<file path="config.mk">
export PLATFORM = sky130hd
export DESIGN_NAME = lsu_mem_initiator
export DESIGN_NICKNAME = d
export VERILOG_FILES = /design/src/rtl/lsu_pkg.sv /design/src/rtl/lsu_byte_lane.sv /design/src/rtl/lsu_mem_initiator.sv
export SDC_FILE = /design/constraint.sdc
export NUM_CORES = 1
export LEC_CHECK = 0
export ABC_AREA = 0
export CAP_MARGIN = 25
export CORE_ASPECT_RATIO = 1.4
export CORE_UTILIZATION = 47
export DETAILED_ROUTE_END_ITERATION = 8
export HOLD_SLACK_MARGIN = 0.12
export PLACE_DENSITY = 0.82
export SETUP_SLACK_MARGIN = 0.3
export SLEW_MARGIN = 0
export SYNTH_ARGS = -nofsm -noshare
export SYNTH_HDL_FRONTEND = slang
export SYNTH_SLANG_ARGS = --single-unit
</file>
<file path="constraint.sdc">
create_clock -name clk_i -period 2.32 [get_ports clk_i]
set_input_delay 0.464 -clock clk_i [delete_from_list [all_inputs] [get_ports clk_i]]
set_output_delay 0.464 -clock clk_i [all_outputs]
set_load 0.02 [all_outputs]
</file>
<file path="src/rtl/lsu_pkg.sv">
// Shared types and constants for the load/store unit memory initiator.
package lsu_pkg;

  typedef enum logic [1:0] {
    IDLE = 2'd0,
    RD   = 2'd1,
    WR   = 2'd2,
    DONE = 2'd3
  } lsu_state_e;

  localparam logic SIZE_BYTE = 1'b0;
  localparam logic SIZE_HALF = 1'b1;

  localparam int MEM_BYTES_DEF = 128;

endpackage

</file>
<file path="src/rtl/lsu_byte_lane.sv">
// Combinational byte-lane logic: load lane extract/extend and store lane merge
// into a captured halfword (little-endian: lane 0 = bits [7:0]).
module lsu_byte_lane
  import lsu_pkg::*;
(
  input  logic        lane,
  input  logic        sgn,
  input  logic        size,
  input  logic [15:0] rdata,
  input  logic [7:0]  wbyte,
  input  logic [15:0] old_half,
  output logic [15:0] load_data,
  output logic [15:0] merge_data
);

  logic [7:0] sel_byte;

  always_comb begin
    sel_byte = lane ? rdata[15:8] : rdata[7:0];
    if (size == SIZE_HALF) begin
      load_data = rdata;
    end else begin
      load_data = {{8{sgn & sel_byte[7]}}, sel_byte};
    end
    merge_data = lane ? {wbyte, old_half[7:0]} : {old_half[15:8], wbyte};
  end

endmodule

</file>
<file path="src/rtl/lsu_mem_initiator.sv">
// LSU initiator side of the data-memory port; byte stores use read-modify-write.
// Optional: define LSU_ALIGN_CHECK_EN to reject odd-address halfword requests.
module lsu_mem_initiator
  import lsu_pkg::*;
#(
  parameter int ADDR_W    = 16,
  parameter int DATA_W    = 16,
  parameter int MEM_BYTES = MEM_BYTES_DEF
) (
  input  logic              clk_i,
  input  logic              rst_i,
  input  logic              req_valid_i,
  output logic              req_ready_o,
  input  logic              req_we_i,
  input  logic              req_size_i,
  input  logic              req_signed_i,
  input  logic [ADDR_W-1:0] req_addr_i,
  input  logic [DATA_W-1:0] req_wdata_i,
  output logic              resp_valid_o,
  output logic [DATA_W-1:0] resp_rdata_o,
  output logic              resp_err_o,
  output logic [ADDR_W-1:0] mem_addr_o,
  output logic [DATA_W-1:0] mem_data_o,
  output logic              mem_read_o,
  output logic              mem_write_o,
  input  logic [DATA_W-1:0] mem_data_i
);

  // One extra bit so addr+1 at the top of the address space cannot wrap.
  localparam logic [ADDR_W:0] LIMIT = (ADDR_W+1)'(MEM_BYTES);

  lsu_state_e state, state_nxt;

  logic              we_q, size_q, sgn_q, err_q;
  logic [ADDR_W-1:0] addr_q, eff_addr;
  logic [DATA_W-1:0] wdata_q, old_q, rdata_q;
  logic [DATA_W-1:0] load_data, merge_data;
  logic              accept, req_err;
  logic [ADDR_W:0]   addr_ext, last_byte;

  assign accept    = req_valid_i && (state == IDLE);
  assign addr_ext  = {1'b0, req_addr_i};
  assign last_byte = (req_size_i == SIZE_HALF) ? addr_ext + (ADDR_W+1)'(1) : addr_ext;

  always_comb begin
    req_err = (last_byte >= LIMIT);
`ifdef LSU_ALIGN_CHECK_EN
    if ((req_size_i == SIZE_HALF) && req_addr_i[0]) req_err = 1'b1;
`endif
  end

  // NOTE: every always_comb output gets a default first so no path leaves it unassigned (no latch).
  always_comb begin
    state_nxt = state;
    case (state)
      IDLE: begin
        if (accept) begin
          if (req_err)                      state_nxt = DONE;
          else if (!req_we_i)               state_nxt = RD;
          else if (req_size_i == SIZE_HALF) state_nxt = WR;
          else                              state_nxt = RD;
        end
      end
      RD:      state_nxt = we_q ? WR : DONE;
      WR:      state_nxt = DONE;
      DONE:    state_nxt = IDLE;
      default: state_nxt = IDLE;
    endcase
  end

  // NOTE: sequential state uses non-blocking assignments so all registers update from pre-edge values.
  always_ff @(posedge clk_i or negedge rst_i) begin
    if (!rst_i) state <= IDLE;
    else        state <= state_nxt;
  end

  assign eff_addr = (size_q == SIZE_HALF) ? addr_q : {addr_q[ADDR_W-1:1], 1'b0};

  lsu_byte_lane u_lane (
    .lane       (addr_q[0]),
    .sgn        (sgn_q),
    .size       (size_q),
    .rdata      (mem_data_i),
    .wbyte      (wdata_q[7:0]),
    .old_half   (old_q),
    .load_data  (load_data),
    .merge_data (merge_data)
  );

  always_comb begin
    mem_read_o  = 1'b0;
    mem_write_o = 1'b0;
    mem_addr_o  = '0;
    mem_data_o  = '0;
    case (state)
      RD: begin
        mem_read_o = 1'b1;
        mem_addr_o = eff_addr;
      end
      WR: begin
        mem_write_o = 1'b1;
        mem_addr_o  = eff_addr;
        mem_data_o  = (size_q == SIZE_HALF) ? wdata_q : merge_data;
      end
      default: ;
    endcase
  end

  always_ff @(posedge clk_i or negedge rst_i) begin
    if (!rst_i) begin
      we_q    <= 1'b0;
      size_q  <= SIZE_BYTE;
      sgn_q   <= 1'b0;
      err_q   <= 1'b0;
      addr_q  <= '0;
      wdata_q <= '0;
      old_q   <= '0;
      rdata_q <= '0;
    end else begin
      if (accept) begin
        we_q    <= req_we_i;
        size_q  <= req_size_i;
        sgn_q   <= req_signed_i;
        err_q   <= req_err;
        addr_q  <= req_addr_i;
        wdata_q <= req_wdata_i;
      end
      if (state == RD) begin
        if (we_q) old_q   <= mem_data_i;
        else      rdata_q <= load_data;
      end
    end
  end

  assign req_ready_o  = (state == IDLE);
  assign resp_valid_o = (state == DONE);
  assign resp_err_o   = (state == DONE) && err_q;
  assign resp_rdata_o = rdata_q;

endmodule

</file>
==> results_dict.tcl <==
set metrics [dict create \
    status "finished clean" \
    async_flop_share_pct 100 \
    dr.first_iter.drc_count 148 \
    syn_nets 374 \
    max_freq_ghz 0.486 \
    dr.pass1.iters 5 \
    ys_seq_area_share_pct 50.5 \
    final_cell_mix "68 x dfrtp_1, 67 x clkdlybuf4s50_1, 52 x nand2_1" \
    setup_ws_ns 0.262 \
    rsz0062_at_grt "yes" \
    start_util_pct 49.1 \
    antenna_cells 0 \
    yosys.area.top_type_share_pct 50.5 \
    cts_root_buffer "clkbuf_8" \
    h-tree-depth 3 \
    wire_per_inst_um 17.5 \
    synth_cell_types 45 \
    multi_input_area_sq_um 1780 \
    cts.path.max_buffers 2 \
    cp.required_ns 1.86 \
    final_common_cell "dfrtp_1" \
    hold_path_class "in2async" \
    critical_path_class "reg2out" \
    final_nets 519 \
    ir_drop_uv 819 \
    cts_num_sinks 70 \
    synth_area_leader_cell "dfrtp_1" \
    synth_top_cells_by_area "dfrtp_1 50%, mux2_2 14%, nand2_1 5.9%, and2_1 2.9%, mux2i_1 2.9%" \
    p_sw_share_pct 38.7 \
    yosys_warnings 0 \
    synth_edf_count 0 \
    antenna_found_initial 0 \
    place.port_buffers 106 \
    clock_skew_ns 0.0101 \
    die_w_um 74.6 \
    holdBufCountCts 0 \
    ioPinCount 107 \
    min_period_ns 2.06 \
    synth_top_flop_cell "dfrtp_1" \
    setup_viol 0 \
    hpwl_mm 6.79 \
    slew_headroom_pct 59.3 \
    cp-start-kind "flop" \
    fin_hold_ws_ns 0.129 \
    worst_slew_pin_slew_ns 0.610 \
    cts_buffers 9 \
    synth_area_sq_um 3470 \
    die_y_um 104 \
    via_per_inst 5.43 \
    combPwrFrac_pct 59.5 \
    routabilityCongestion 0.857 \
    grt_overflow 0 \
    area_growth_syn_to_layout_pct 53.5 \
    clk_latency_ns 0.34 \
    power.internal_mw 4.98 \
    cap_violations 0 \
    routed_wl_mm 9.82 \
    finalMaxSlewViolations 0 \
    route.vias.total 3042 \
    pre_cts_ws_ns -0.0114 \
    layoutNonFillerInstCount 560 \
    syn-instance-count 315 \
    num_rows 36 \
    seq_area_sq_um 1750 \
    drc 0 \
    final_hold_viol_count 0 \
    post-route-util_pct 75.3 \
    drive_gt1_share_pct 37.2 \
    clkPwrFrac_pct 12.2 \
    p_switching_mw 3.15 \
    clkTransAtPathRegs_ns 0.08 \
    place_inst 523 \
    total_leakage_power_nw 2.42 \
    cp.arrival_ns 1.59 \
    cts_tree "built" \
    powerDensity_nw_per_um2 1520 \
    power_frac_seq_pct 28.3 \
    first_global_vias 3193 \
    endpoint_kind "output pin" \
    grt_max_degree 34 \
    finalCritPeriodShare_pct 88.7 \
    grt_usage_pct 26.6 \
    fillCellCount 479 \
    critPathMaxFanout 5 \
    grt_pass1_wl_mm 15.5 \
    ys_seq_elements 70 \
    die-area_sq_um 7740 \
    avgSynthCellArea_sq_um 11.0 \
    coreArea_sq_um 7070 \
    ant_nets 0 \
]
through the flow:
step / setup TNS [ns] / cell area (sq um) / power [mW]
2_1_floorplan: 0 / 3470 / 4.46
3_3_place_gp: 0 / 4790 / 6.17
3_5_place_dp: -0.0154 / 4790 / 6.29
4_1_cts: 0 / 5090 / 7.49
5_1_grt: 0 / 5330 / 8.58
6_report: 0 / 5330 / 8.12
what timing repair did:
item                       4_1_cts  5_1_grt
resized for setup              166       79
setup endpoints to repair       37       28
cloned                           2        0
buffers inserted                17        2
pin swaps                        2        7
registers in the layout, indices dropped and copies added, names as in the netlist:
register	cells
sgn_q	1
err_q	1
old_q	16
size_q	1
addr_q	16
resp_rdata_o	16
we_q	1
wdata_q	16
state	2
synthesized netlist by cell type (5+ instances only):
cell,number
a31oi_1,8
ha_1,5
nor2_1,19
dfrtp_1,70
o211a_1,8
nand2_1,55
clkbuf_1,11
a21boi_0,6
mux2_1,8
mux2_2,43
and2_1,16
mux2i_1,10
a21oi_1,9
cell families after synthesis:
logic type                 count (synthesis)  synth area share, %
AOI/OAI and AO/OA                         47                 10.2
xor gates and xnor gates                   2                0.505
adders and majority gates                  5                 1.80
buffers and inverters                     19                 2.09
DFF                                       70                 50.5
muxes                                     61                 19.4
and+or+nand+nor                          111                 15.5
critical path: stages (launching register included):
cell and delay, ns:
dfrtp_2 0.45, buf_6 0.15, buf_12 0.13, mux2i_4 0.18, nand2_1 0.08, o211a_1 0.17
buf_6 0.12
final timing paths:
kind,startpoint,endpoint,slack [ns],cells past startpoint
max reg2reg,state[1],resp_rdata_o[9],0.57,5
min,rst_i,resp_rdata_o[6],0.13,1
max in group asynchronous,rst_i,addr_q[0],1.47,2
min in group clk_i,err_q,err_q,0.49,1
max,addr_q[0],mem_data_o[9],0.26,6
min reg2reg,err_q,err_q,0.49,1
power groups by stage:
| stage | sequential, mW | clock, mW | combinational [mW] |
|---|---|---|---|
| final | 2.30 | 0.994 | 4.83 |
| after CTS | 2.24 | 1.01 | 4.24 |
| after detailed placement | 2.24 | 0 | 4.05 |
| after global placement | 2.20 | 0 | 3.97 |
| after global routing | 2.37 | 1.07 | 5.15 |
| after floorplan | 2.30 | 0 | 2.16 |
per-layer routing:
layer	part of all wire, %	up-vias	track usage [%]
li1	-	1390	-
met1	37	1510	29.4
met5	0	-	0
met3	5.1	22	4.47
met4	2.6	0	15.6
met2	56	120	46.1
area by class of cell:
cell class              count  area share [%]
clock inverters             3           0.798
clock buffers              13            2.98
repair buffers            149            27.4
flip-flops and latches     70            32.9
inverters                   4           0.282
multi-input cells         226            33.3
well taps                  95            2.23
No activity file was read; power rests on OpenSTA's default activity.
